==> src/rtl/kbd_pkg.sv <==
// Shared constants for the PS/2 key-state decoder: key map, prefix bytes, FSM states.
package kbd_pkg;

  localparam int unsigned KEY_COUNT   = 16;
  localparam int unsigned KEY_IDX_W   = 4;
  localparam int unsigned NORMAL_KEYS = 12;

  localparam logic [7:0] CODE_E0 = 8'hE0;
  localparam logic [7:0] CODE_F0 = 8'hF0;

  typedef enum logic [1:0] {
    IDLE    = 2'd0,
    EXT     = 2'd1,
    BRK     = 2'd2,
    EXT_BRK = 2'd3
  } kbd_state_t;

  // Entry i is the scan code for key index i; 0-11 normal codes, 12-15 follow an E0 prefix.
  localparam logic [KEY_COUNT-1:0][7:0] KEY_CODES = {
    8'h74, 8'h6B, 8'h72, 8'h75,  // 15..12: right, left, down, up
    8'h5A, 8'h29,                // 11..10: enter, space
    8'h7D, 8'h75, 8'h6C, 8'h74,  //  9..6
    8'h73, 8'h6B, 8'h7A, 8'h72,  //  5..2
    8'h69, 8'h70                 //  1..0
  };

endpackage

==> src/rtl/kbd_code_lookup.sv <==
// Combinational scan-code to key-index lookup; extended codes only match the arrow block.
module kbd_code_lookup
  import kbd_pkg::*;
(
  input  logic [7:0]           code,
  input  logic                 ext,
  output logic                 hit,
  output logic [KEY_IDX_W-1:0] index
);

  always_comb begin
    hit   = 1'b0;
    index = '0;
    for (int unsigned i = 0; i < KEY_COUNT; i++) begin
      if ((1'(i >= NORMAL_KEYS) == ext) && (code == KEY_CODES[i])) begin
        hit   = 1'b1;
        index = KEY_IDX_W'(i);
      end
    end
  end

endmodule

==> src/rtl/kbd_key_state_decoder.sv <==
// PS/2 scan-code decoder: tracks E0/F0 prefixes and keeps a held/make/break view of 16 keys.
module kbd_key_state_decoder
  import kbd_pkg::*;
#(
  parameter int unsigned TIMEOUT_CYCLES = 50000
) (
  input  logic                 clk,
  input  logic                 reset,
  input  logic                 din_new,
  input  logic [7:0]           din,
  output logic [KEY_COUNT-1:0] keyPressed,
  output logic [KEY_COUNT-1:0] makePulse,
  output logic [KEY_COUNT-1:0] breakPulse,
  output logic                 anyPressed
);

  localparam int unsigned CNT_W = (TIMEOUT_CYCLES > 1) ? $clog2(TIMEOUT_CYCLES) : 1;

  kbd_state_t             state, state_nxt;
  logic [CNT_W-1:0]       cnt, cnt_nxt;
  logic                   make_ev, brk_ev, is_prefix;
  logic                   ext_c, hit_c;
  logic [KEY_IDX_W-1:0]   idx_c;
  logic [KEY_COUNT-1:0]   pressed_nxt, make_nxt, brk_nxt;

  assign ext_c     = (state == EXT) || (state == EXT_BRK);
  assign is_prefix = (din == CODE_E0) || (din == CODE_F0);

  kbd_code_lookup u_lookup (
    .code  (din),
    .ext   (ext_c),
    .hit   (hit_c),
    .index (idx_c)
  );

  always_ff @(posedge clk) begin
    if (reset) begin
      state      <= IDLE;
      cnt        <= '0;
      keyPressed <= '0;
      makePulse  <= '0;
      breakPulse <= '0;
      anyPressed <= 1'b0;
    end else begin
      state      <= state_nxt;
      cnt        <= cnt_nxt;
      keyPressed <= pressed_nxt;
      makePulse  <= make_nxt;
      breakPulse <= brk_nxt;
      anyPressed <= |pressed_nxt;
    end
  end

  // A fresh byte always wins over the timeout in the same cycle.
  always_comb begin
    state_nxt = state;
    cnt_nxt   = cnt;
    make_ev   = 1'b0;
    brk_ev    = 1'b0;
    if (din_new) begin
      cnt_nxt = '0;
      unique case (state)
        IDLE: begin
          if (din == CODE_E0)      state_nxt = EXT;
          else if (din == CODE_F0) state_nxt = BRK;
          else                     make_ev   = 1'b1;
        end
        EXT: begin
          if (din == CODE_F0) begin
            state_nxt = EXT_BRK;
          end else if (din != CODE_E0) begin
            state_nxt = IDLE;
            make_ev   = 1'b1;
          end
        end
        BRK, EXT_BRK: begin
          state_nxt = IDLE;
          brk_ev    = !is_prefix;
        end
        default: state_nxt = IDLE;
      endcase
    end else if (state != IDLE) begin
      if (cnt == CNT_W'(TIMEOUT_CYCLES - 1)) begin
        state_nxt = IDLE;
        cnt_nxt   = '0;
      end else begin
        cnt_nxt = cnt + CNT_W'(1);
      end
    end
  end

  // Repeated makes and breaks of released keys leave the key map and pulses untouched.
  always_comb begin
    pressed_nxt = keyPressed;
    make_nxt    = '0;
    brk_nxt     = '0;
    if (make_ev && hit_c && !keyPressed[idx_c]) begin
      pressed_nxt[idx_c] = 1'b1;
      make_nxt[idx_c]    = 1'b1;
    end
    if (brk_ev && hit_c && keyPressed[idx_c]) begin
      pressed_nxt[idx_c] = 1'b0;
      brk_nxt[idx_c]     = 1'b1;
    end
  end

endmodule

==> config.mk <==
export PLATFORM = sky130hd
export DESIGN_NAME = kbd_key_state_decoder
export DESIGN_NICKNAME = d
export VERILOG_FILES = /design/src/rtl/kbd_pkg.sv /design/src/rtl/kbd_code_lookup.sv /design/src/rtl/kbd_key_state_decoder.sv
export SDC_FILE = /design/constraint.sdc
export NUM_CORES = 1
export LEC_CHECK = 0
export CAP_MARGIN = 0
export CORE_ASPECT_RATIO = 0.8
export CORE_UTILIZATION = 57
export DETAILED_ROUTE_END_ITERATION = 10
export PLACE_DENSITY_LB_ADDON = 0.25
export SLEW_MARGIN = 30
export SYNTH_ARGS = -nofsm -noshare
export SYNTH_HDL_FRONTEND = slang
export SYNTH_SLANG_ARGS = --single-unit
==> constraint.sdc <==
create_clock -name clk -period 5.2 [get_ports clk]
set_input_delay 0.52 -clock clk [delete_from_list [all_inputs] [get_ports clk]]
set_output_delay 0.52 -clock clk [all_outputs]
set_load 0.02 [all_outputs]
# --- Yosys cells after proc, flatten, opt, wreduce, memory -nomap -nowiden ---
# Index checks and enable logic that the tools add are counted.
# Widths: inputs -> output; s select.
op_classes:
  n_addsub: 1
  magnitude_cmp: 2
  eq_ne: 21
  mux: 54
  n_bitwise: 6
  reduce_logical: 35
ops:
  columns: ["op", "count"]
  rows:
  - ["$eq 8x7->1 const B", 11]
  - ["$mux 4", 14]
  - ["$mux 16", 3]
  - ["$mux 1", 26]
  - ["$logic_and 1x1->1", 21]
  - ["$add 16x1->16 const B", 1]
  - ["$and 16x16->16", 1]
  - ["$eq 16x16->1 const B", 1]
  - ["$eq 8x8->1 const B", 2]
  - ["$not 16->16", 1]
  - ["$or 16x16->16", 1]
  - ["$reduce_or 16->1", 1]
  - ["$mux 2", 7]
  - ["$eq 8x6->1 const B", 1]
  - ["$ne 8x8->1 const B", 1]
  - ["$reduce_or 2->1", 4]
  - ["$pmux 2 s3", 1]
  - ["$reduce_bool 2->1", 3]
  - ["$lt 4x5->1 const B", 1]
  - ["$bmux 1 s4", 1]
  - ["$demux 1 s4", 1]
  - ["$eq 2x2->1 const B", 2]
  - ["$ge 4x1->1 const B", 1]
  - ["$ne 4x2->1 const B", 1]
  - ["other kinds (8)", 12]
totals:
  reg_bits: 67
  output_inout_bits: 49
  wordCells: 125

# --- Logic depth before layout (Yosys ltp) ---
logic_depth:
  depth_word: 28
  ltp_mapped: 12

# --- Cells and area by module ---
# A second synthesis with hierarchy kept.
unflattened:
  cells_unflattened: 404
  area_unflattened_um2: 3438.3
by_module_without_submodules:
  columns: ["mod", "n_inst", "cells_each", "area_each_um2"]
  rows:
  - ["kbd_key_state_decoder", 1, 340, 2975.4]
  - ["kbd_code_lookup", 1, 64, 462.9]

# --- Worst setup path after synthesis ---
# No wires, ideal clock.
synth_path:
  path_type: "input to register"
  startpoint: "input port din[1]"
  endpoint: "register makePulse[13]"
  setup_time_ns: 0.065
  arrival_time_ns: 3.077
  required_ns: 5.135
  setup_slack_ns: 2.057
  stages: 11
  n_path_buf: 3
  cell_sequence: "buf_2 > or3_1 > a2111oi_2 > or3_4 > mux2_4 > a22oi_2 > o21bai_2 > or3_1 > buf_6 > buf_8 > nor2_2"
synth_via:
  elab_chain_len: 23
  word_cells_on_any_way: 80
synth_lines:
  columns: ["item", "line", "text"]
  rows:
  - ["start: declaration", "kbd_key_state_decoder.sv:10", "input logic [7:0] din,"]
  - ["parallel branches: the longest is 23 deep, another holds $eq 8x7->1", null, null]
  - ["end signal: assignment", "kbd_key_state_decoder.sv:48", "makePulse <= make_nxt;"]
  - ["end: declaration", "kbd_key_state_decoder.sv:12", "output logic [KEY_COUNT-1:0] makePulse,"]
# Parallel ways; which one is timed is not known. The select of a mux whose other input is x is not followed.
# A chain may end at the register's enable or synchronous reset.

# --- Final worst setup path ---
layout_path:
  startpoint: "input port din[1]"
  endpoint: "register makePulse[4]"
# Same word-level chain as after synthesis.

==> results.md <==
* Final setup vio count at 0
* DP Cell Count at 501
* CP arrival at 4140 ps
* Post-Synth XOR/XNOR Area at 0.0314
* Flop pwr share at 0.508
* Final period utilization at 0.748
* Post-Synth Adder-Cell Area at 0.00374
* # IOs at 60
* Final-layout fill cell count at 418
* Hold Crit Class: reg2reg
* Ys async rst share at 0
* Switching Share at 0.252
* # resized after CTS at 0
* Fin Setup TNS at 0 ps
* Layout cells sized above 1 at 0.100
* Worst Max-Slew Pin Slew at 794 ps
* WL per Instance at 18.8 um
* Global-route wire length before repair at 15,400 um
* RSZ-0062 raised after global routing: no
* Max stage delay cell, worst path: clkdlybuf4s50_1
* Clk network pwr share at 0.438
* WL final at 9700 um
* Post-synthesis sequential area ratio at 0.401
* Clk pin slew, worst setup/hold paths at 80 ps
* Initial DRC count at 381
* DRC Markers at 0
* Status: complete, no violations
* Total gr overflow at 0
* Syn. warnings at 0
* Die X at 87.7 um
* GPL Wtd Cong at 0.978
* Vias in the first global route at 2,918
* Netlist Area Pre-Place at 0.00335 mm2
* Row count at 24
* Clk buf depth at 2
* Commonest cells after routing, fill and taps aside: 67 x dfxtp_1, 58 x clkdlybuf4s50_1, 37 x nor2_1
* Maximum vdd drop at 0.178 mV
* Starting density of the core at 0.602
* Startpoint types: input port
* Clock skew at 9.94 ps
* Max-slew violations at 0
* Seq cells post-synth at 67
* EDFF count, synth at 0
* Synth Area in Simple Gates at 0.309
* ANT cells at 0
* I/O Buffers at 59
* Final worst slack at 1310 ps
* Slew margin rel. at 0.471
* Post-route cell area at 0.00411 mm2
* Via count at 3,271
* Pre-CTS setup slack at 1010 ps
* Via/cell ratio at 6.33
* Chip height at 70.5 um
* CTS tree: yes
* Sw Pwr at 0.255 mW
* H-tree depth at 3
* Mean Syn Cell Area at 8.69 um2
* Hold Fails Final Rpt at 0
* Logic pwr share at 0.055
* DRT antenna net count at 0
* WS Path Type: in2reg
* Finished Layout Cells at 517
* Post-DP HPWL at 6970 um
* Global Route Usage Sum at 0.332
* Layout area overhead at 22.8%
* Compound-Gate Fraction of Synth Area at 0.194
* Top FF cell, synth: dfxtp_1
* CP endpoint kind: register
* Worst-path fanout max at 16
* PwrDens at 246 mW/mm2
* Sinks on Clock Net at 67
* Post-CTS Setup Bufs at 0
* Largest net degree at the start of global routing at 25
* Drt pass-1 iters at 5
* Crit path cell chain: clkdlybuf4s50_1 > and4bb_2 > and3_1 > a311o_1 > a32o_1 > a2111oi_4 > nand3_4 > or3_1 > nor3_1
* LEAKAGE at 1.34 nW
* Syn Nets at 397
* Mux cell area share after synthesis at 0.0108
* Fmax at 0.257 GHz
* Cells after Synth at 385
* Root buf cell: clkbuf_8
* Hold-fix buffers, CTS at 0
* Max-capacitance violation count at 0
* Post-synth cell types at 71
* Layout Nets at 446
* Placed inst area at 0.00392 mm2
* Total core area at 0.00556 mm2
* Largest family of logic cells by synthesized area: simple AND/OR/NAND/NOR gates
* Clock Latency Late Sink at 350 ps
* Max incr delay on CP at 740 ps
* Internal at 0.757 mW
* Critical Path RT at 5450 ps
* Die area at 0.00618 mm2
* Commonest non-fill, non-tap cell in the layout: dfxtp_1
* Total CTS buffers at 9
* Initial antenna violation count at 0
* Total power at 1.01 mW
* Min Clock Period, post-route at 3890 ps
## flip-flops by register name, indices dropped and copies added, names as in the netlist
register    count
keyPressed     16
makePulse      16
anyPressed      1
state           2
cnt            16
breakPulse     16
## routing by layer
layer / part of all wire / global-route usage / up-vias
li1: - / - / 1530
met1: 0.45 / 0.477 / 1512
met2: 0.42 / 0.483 / 201
met3: 0.097 / 0.0805 / 28
met4: 0.026 / 0.122 / 0
met5: 0 / 0 / -
## critical path, delay by kind of cell
family / cells / cell delay [ps]
simple gates: 5 / 1730
buf+inv: 1 / 740
compound gates: 3 / 1120
## area by class of cell
type                    instances  area [um2]  share of cell area
well taps                      78        97.6              0.0237
repair buffers                 63         616               0.150
clock buffers                   9         124              0.0301
flip-flops and latches         67        1340               0.326
multi-input cells             288        1840               0.447
inverters                       5        18.8             0.00456
clock inverters                 7        77.6              0.0189
## cells by family after synthesis
group / Yosys count
AND/OR/NAND/NOR: 181
AO/OA/AOI/OAI: 91
flip-flops: 67
buffers and inverters: 30
XOR/XNOR: 12
multiplexers: 3
adder cells (fa/ha/maj): 1
## through the flow
step	util	hold WS, ps
after floorplan	-	467
after global placement	0.705	481
after detailed placement	0.705	502
after CTS	0.741	517
after global routing	0.740	558
final	0.740	527
## power groups by stage
stage / sequential [mW] / clock (mW) / combinational [mW]
2_1_floorplan: 0.526 / 0 / 0.0368
5_1_grt: 0.514 / 0.466 / 0.0593
4_1_cts: 0.514 / 0.445 / 0.0541
3_3_place_gp: 0.526 / 0 / 0.0537
6_report: 0.514 / 0.443 / 0.0553
3_5_place_dp: 0.526 / 0 / 0.0539
## path summary, 6_finish.rpt
check	start	to	slack [ps]	cells past startpoint
setup / recovery	din[1]	makePulse[4]	1310	9
hold / removal	cnt[15]	cnt[15]	530	2
setup reg to reg	state[0]	makePulse[4]	1380	8
hold reg to reg	cnt[15]	cnt[15]	530	2
## synth_stat cells (8+ instances only)
library cell  count  area share
nand2b_1          8       0.015
a21oi_1          25       0.037
nor2_2            9       0.017
clkbuf_1         11       0.012
nor3_1           26       0.039
nand4_1          12       0.022
o21ai_0          11       0.016
nor2_1           37       0.041
nand3_1          10       0.015
a211oi_1         17       0.038
dfxtp_1          67        0.40
nand2_1          21       0.024
or3_1             9       0.017
(Power assumes the default switching activity.)
